===== config.mk =====
export PLATFORM = sky130hd
export DESIGN_NAME = pac_motion
export DESIGN_NICKNAME = d
export VERILOG_FILES = /design/src/rtl/pac_motion.sv
export SDC_FILE = /design/constraint.sdc
export NUM_CORES = 1
export LEC_CHECK = 0
export CORE_MARGIN = 2
export CORE_UTILIZATION = 50
export CTS_CLUSTER_DIAMETER = 40
export DETAILED_ROUTE_END_ITERATION = 10
export PLACE_DENSITY_LB_ADDON = 0.08
export SLEW_MARGIN = 0
export SYNTH_ARGS = -nofsm -noshare
export SYNTH_HDL_FRONTEND = slang
export SYNTH_SLANG_ARGS = --single-unit

===== constraint.sdc =====
create_clock -name clk -period 4.5 [get_ports clk]
set_input_delay 0.675 -clock clk [delete_from_list [all_inputs] [get_ports clk]]
set_output_delay 0.675 -clock clk [all_outputs]
set_load 0.03 [all_outputs]

===== src/rtl/pac_motion.sv =====
// Pacman position/direction/animation state, updated once per video frame.
// Buttons are synchronised; all outputs are registered and change only after frame_tick.
module pac_motion #(
  parameter int SPRITE_SCALE = 2,
  parameter int SPEED        = 2,
  parameter int START_X      = 320,
  parameter int START_Y      = 240,
  parameter int NUM_FRAMES   = 3,
  parameter int ANIM_DIV     = 4,
  parameter int UP           = 0,
  parameter int DOWN         = 1,
  parameter int LEFT         = 2,
  parameter int RIGHT        = 3
) (
  input  logic               clk,
  input  logic               rst_n,
  input  logic               frame_tick,
  input  logic               btn_up,
  input  logic               btn_down,
  input  logic               btn_left,
  input  logic               btn_right,
  output logic signed [10:0] x_Pac,
  output logic signed [10:0] y_Pac,
  output logic [1:0]         pac_Direction,
  output logic [2:0]         pac_Frame,
  output logic               moving
);

  localparam int HALF = 8 * SPRITE_SCALE;
  localparam int AW   = (ANIM_DIV > 1) ? $clog2(ANIM_DIV) : 1;

  localparam logic signed [11:0] XMIN  = 12'(HALF - 1);
  localparam logic signed [11:0] XMAX  = 12'(639 - HALF);
  localparam logic signed [11:0] YMIN  = 12'(HALF - 1);
  localparam logic signed [11:0] YMAX  = 12'(479 - HALF);
  localparam logic signed [11:0] STEP  = 12'(SPEED);

  localparam logic [1:0] D_UP    = 2'(UP);
  localparam logic [1:0] D_DOWN  = 2'(DOWN);
  localparam logic [1:0] D_LEFT  = 2'(LEFT);
  localparam logic [1:0] D_RIGHT = 2'(RIGHT);

  typedef enum logic {STOPPED, MOVING} state_t;

  state_t            state_q, state_d;
  logic [3:0]        meta_q, sync_q;
  logic signed [10:0] x_q, x_d, y_q, y_d;
  logic [1:0]        dir_q, dir_d;
  logic [2:0]        frame_q, frame_d;
  logic [AW-1:0]     anim_q, anim_d;

  logic              request;
  logic [1:0]        newDir;
  logic signed [11:0] xWide, yWide, xTgt, yTgt;
  logic              atBound, hitBound;

  // Bit order in the synchroniser: {up, down, left, right}
  always_ff @(posedge clk or negedge rst_n) begin
    if (!rst_n) begin
      meta_q  <= '0;
      sync_q  <= '0;
      state_q <= STOPPED;
      x_q     <= 11'(START_X);
      y_q     <= 11'(START_Y);
      dir_q   <= D_RIGHT;
      frame_q <= '0;
      anim_q  <= '0;
    end else begin
      meta_q  <= {btn_up, btn_down, btn_left, btn_right};
      sync_q  <= meta_q;
      state_q <= state_d;
      x_q     <= x_d;
      y_q     <= y_d;
      dir_q   <= dir_d;
      frame_q <= frame_d;
      anim_q  <= anim_d;
    end
  end

  // Direction select, clamped target, and whether the move is blocked or ends on a bound
  always_comb begin
    request  = |sync_q;
    newDir   = dir_q;
    if (sync_q[3])      newDir = D_UP;
    else if (sync_q[2]) newDir = D_DOWN;
    else if (sync_q[1]) newDir = D_LEFT;
    else if (sync_q[0]) newDir = D_RIGHT;

    xWide    = {x_q[10], x_q};
    yWide    = {y_q[10], y_q};
    xTgt     = xWide;
    yTgt     = yWide;
    atBound  = 1'b0;
    hitBound = 1'b0;
    if (newDir == D_UP) begin
      yTgt     = yWide - STEP;
      if (yTgt < YMIN) yTgt = YMIN;
      atBound  = (yWide <= YMIN);
      hitBound = (yTgt == YMIN);
    end else if (newDir == D_DOWN) begin
      yTgt     = yWide + STEP;
      if (yTgt > YMAX) yTgt = YMAX;
      atBound  = (yWide >= YMAX);
      hitBound = (yTgt == YMAX);
    end else if (newDir == D_LEFT) begin
      xTgt     = xWide - STEP;
      if (xTgt < XMIN) xTgt = XMIN;
      atBound  = (xWide <= XMIN);
      hitBound = (xTgt == XMIN);
    end else begin
      xTgt     = xWide + STEP;
      if (xTgt > XMAX) xTgt = XMAX;
      atBound  = (xWide >= XMAX);
      hitBound = (xTgt == XMAX);
    end
  end

  always_comb begin
    state_d = state_q;
    x_d     = x_q;
    y_d     = y_q;
    dir_d   = dir_q;
    frame_d = frame_q;
    anim_d  = anim_q;
    if (frame_tick) begin
      if (state_q == MOVING || (request && !atBound)) begin
        dir_d = newDir;
        x_d   = xTgt[10:0];
        y_d   = yTgt[10:0];
        if (state_q == MOVING && hitBound) begin
          state_d = STOPPED;
          frame_d = '0;
          anim_d  = '0;
        end else begin
          state_d = MOVING;
          if (anim_q == AW'(ANIM_DIV - 1)) begin
            anim_d  = '0;
            frame_d = (frame_q == 3'(NUM_FRAMES - 1)) ? 3'd0 : frame_q + 3'd1;
          end else begin
            anim_d = anim_q + AW'(1);
          end
        end
      end else if (request) begin
        dir_d = newDir;
      end
    end
  end

  assign x_Pac         = x_q;
  assign y_Pac         = y_q;
  assign pac_Direction = dir_q;
  assign pac_Frame     = frame_q;
  assign moving        = (state_q == MOVING);

endmodule


==> flow_summary.yaml <==
global_routing:
  track_usage_pct: 27.0
  grt_max_degree: 39
  antenna_found_initial: 0
  overflow: 0
  grt_pass1_wl_um: 15500
  first_global_vias: 3038
outcome:
  outcome: "complete, no violations"
route:
  avgViaCountPerCell: 6.75
  ant_nets: 0
  drc: 0
  wl_per_cell_um: 18.7
  route.vias.total: 3369
  firstDrtPassIters: 5
  drt_iter0_drc: 242
  wl_um: 9320
synthesis:
  synthCells: 405
  synthTopCellsByArea: "dfrtp_1 23%, dfstp_2 6.6%, o21ai_0 4.5%, a21oi_1 4.1%, nand2_1 4.0%"
  seq_area_frac_synth_pct: 30.0
  syn_area_um2: 3200
  synth_cell_types: 74
  synth_nets: 419
  yosysTopAreaCellShare_pct: 23.4
  ys_ff_latch: 38
  synth-warning-count: 0
  async_flop_share_pct: 100
  syn_area_per_cell_um2: 7.91
  synth_ff_type: "dfrtp_1"
  yosys.area.top_type: "dfrtp_1"
  synth-edff-count: 0
finish:
  layout_common_cells: "34 x nand2_1, 33 x nor2_1, 33 x clkdlybuf4s50_1, 30 x dfrtp_1, 29 x o21ai_0"
  n_antenna_cell: 0
  mostFrequentLayoutCell: "nand2_1"
  instances_no_fill: 499
  n_fill_cell: 579
  drive_gt1_share_pct: 9.24
  syn_to_final_growth_pct: 14.9
  regArea_um2: 961
  fin_nets: 435
  multiInputGateArea_um2: 2080
placed_design:
  io_buffer_count: 34
  pre_cts_ws_ps: 762
  hpwl_um: 6660
  gp_congestion: 0.935
  dp_cells: 491
sta:
  setup_ws_ps: 734
  setup_viol: 0
  relSlewSlack_pct: 41.8
  rsz0062_at_grt: "no"
  fmax_mhz: 266
  timing.final.crit_share_pct: 83.7
  fin_crit_ps: 3770
  fin_tns_setup_ps: 0
  finalHoldViolCount: 0
  finalMaxSlewViolations: 0
  skew_ps: 4.81
  max_slew.worst_pin.slew_ps: 872
critical_path:
  critPathCaptureType: "flop"
  worst_ep_arrival_time_ps: 4010
  reg2reg_slack_ps: 730
  cp.required_ps: 4740
  crit_start: "y_Pac[1]$_DFFE_PN0P_"
  r2r_start: "y_Pac[1]$_DFFE_PN0P_"
  critPathMaxFanout: 15
  reg2reg_depth: 13
  start_kind: "flop"
  reg2reg_to: "y_Pac[7]$_DFFE_PN1P_"
  worstSetupPathType: "flop to flop"
run:
  cap_violations: 0
clocking:
  htree_levels: 2
  cts_buffer_depth: 2
  cts_resized: 0
  cts_tree: "done"
  cts_root_buffer: "clkbuf_8"
  clock-sinks: 38
  cts_hold_buf: 0
  cts_setup_buffers: 0
  clk_latency_ps: 300
  numCtsBuffers: 5
  path_clk_slew_ps: 80
hold_path:
  min_to: "sync_q[1]$_DFF_PN0_"
  worstHoldStart: "meta_q[1]$_DFF_PN0_"
  holdPathStages: 0
  hold_class: "flop to flop"
power:
  p_leak_uw: 0.00138
  power_density_nw_per_um2: 660
  vdd_drop_max_v: 0.000438
floorplan:
  die_w_um: 84.0
  ios: 35
  core_region_area_um2: 6280
  initial_utilization_pct: 51.0
  dieArea_um2: 7060
  die_h_um: 84.0
  rows: 29
[worst max-delay path: stages, from the launching register on]
cell,delay [ps]
dfrtp_1,520
inv_1,180
ha_1,280
or3b_4,440
mux2_2,280
o311a_1,360
a211o_1,230
nor3_1,180
ha_1,280
nand2b_1,350
nor2_1,230
a21oi_1,50
a21oi_1,140
o32a_1,170
[worst max path at each step]
stage | end | slack, ps
6_report | y_Pac[7]$_DFFE_PN1P_ | 730
5_1_grt | pac_Frame[0]$_DFFE_PN0P_ | 450
4_1_cts | pac_Frame[0]$_DFFE_PN0P_ | 750
3_5_place_dp | pac_Frame[2]$_DFFE_PN0P_ | 760
3_3_place_gp | pac_Frame[2]$_DFFE_PN0P_ | 890
2_1_floorplan | pac_Frame[0]$_DFFE_PN0P_ | 750
[metal layers]
| layer | wire length (µm) | vias up | global-route usage (%) | part of all wire (%) |
|---|---|---|---|---|
| met5 | 0 | - | 0 | 0 |
| met3 | 688 | 28 | 2.97 | 7.4 |
| li1 | - | 1580 | - | - |
| met4 | 258 | 0 | 10.7 | 2.8 |
| met1 | 3850 | 1580 | 35.3 | 41 |
| met2 | 4520 | 181 | 45.5 | 49 |
[registers in the layout, indices dropped and copies added (netlist names)]
name           count
anim_q             2
meta_q             4
pac_Frame          3
moving             1
pac_Direction      2
sync_q             4
y_Pac             11
x_Pac             11
[area by class of cell]
cell class / count / area share [%]
Sequential cell: 38 / 26.1
Tap cell: 77 / 2.62
Inverter: 13 / 1.33
Timing Repair Buffer: 37 / 9.72
Clock buffer: 5 / 1.87
Multi-Input combinational cell: 326 / 56.5
Clock inverter: 3 / 1.87
[where the power goes]
group          total, µW  switching, µW  leakage [µW]  internal (µW)
sequential           714            264      0.000444            449
clock                356            134     0.0000683            222
combinational       1360            799      0.000869            561
[Yosys cell counts (all sizes together), types with 4 or more instances]
| cell | count |
|---|---|
| o21ai | 32 |
| buf | 7 |
| o21a | 5 |
| o31ai | 4 |
| ha | 7 |
| or2 | 7 |
| nand4 | 9 |
| o221ai | 6 |
| dfstp | 8 |
| nor2 | 33 |
| o211ai | 4 |
| nand3 | 15 |
| nor3 | 18 |
| xnor2 | 9 |
| a21oi | 26 |
| a21o | 5 |
| nand2 | 34 |
| a211oi | 6 |
| o22ai | 4 |
| and3 | 7 |
| dfrtp | 30 |
| or3 | 6 |
| a31oi | 10 |
| inv | 13 |
| nand2b | 8 |
| clkbuf | 21 |
[metrics by stage]
step / utilization, % / power, µW / instance area [µm²] / hold slack [ps]
floorplan: - / 1630 / 3200 / 331
global placement: 56.4 / 2030 / 3540 / 332
detailed placement: 56.4 / 2040 / 3540 / 346
CTS: 58.6 / 2410 / 3680 / 365
global route: 58.6 / 2580 / 3680 / 381
finish: 58.6 / 2430 / 3680 / 360
[logic make-up (layout without fill, tap and decap cells)]
group | Yosys count | in the layout | synth area share, %
flip-flops | 38 | 38 | 30.0
XOR/XNOR | 12 | 12 | 3.28
AND/OR/NAND/NOR | 158 | 158 | 25.8
AO/OA/AOI/OAI | 145 | 145 | 31.8
buffers and inverters | 41 | 58 | 5.08
adder cells (fa/ha/maj) | 7 | 7 | 2.74
multiplexers | 4 | 4 | 1.29
(Power assumes the default switching activity.)
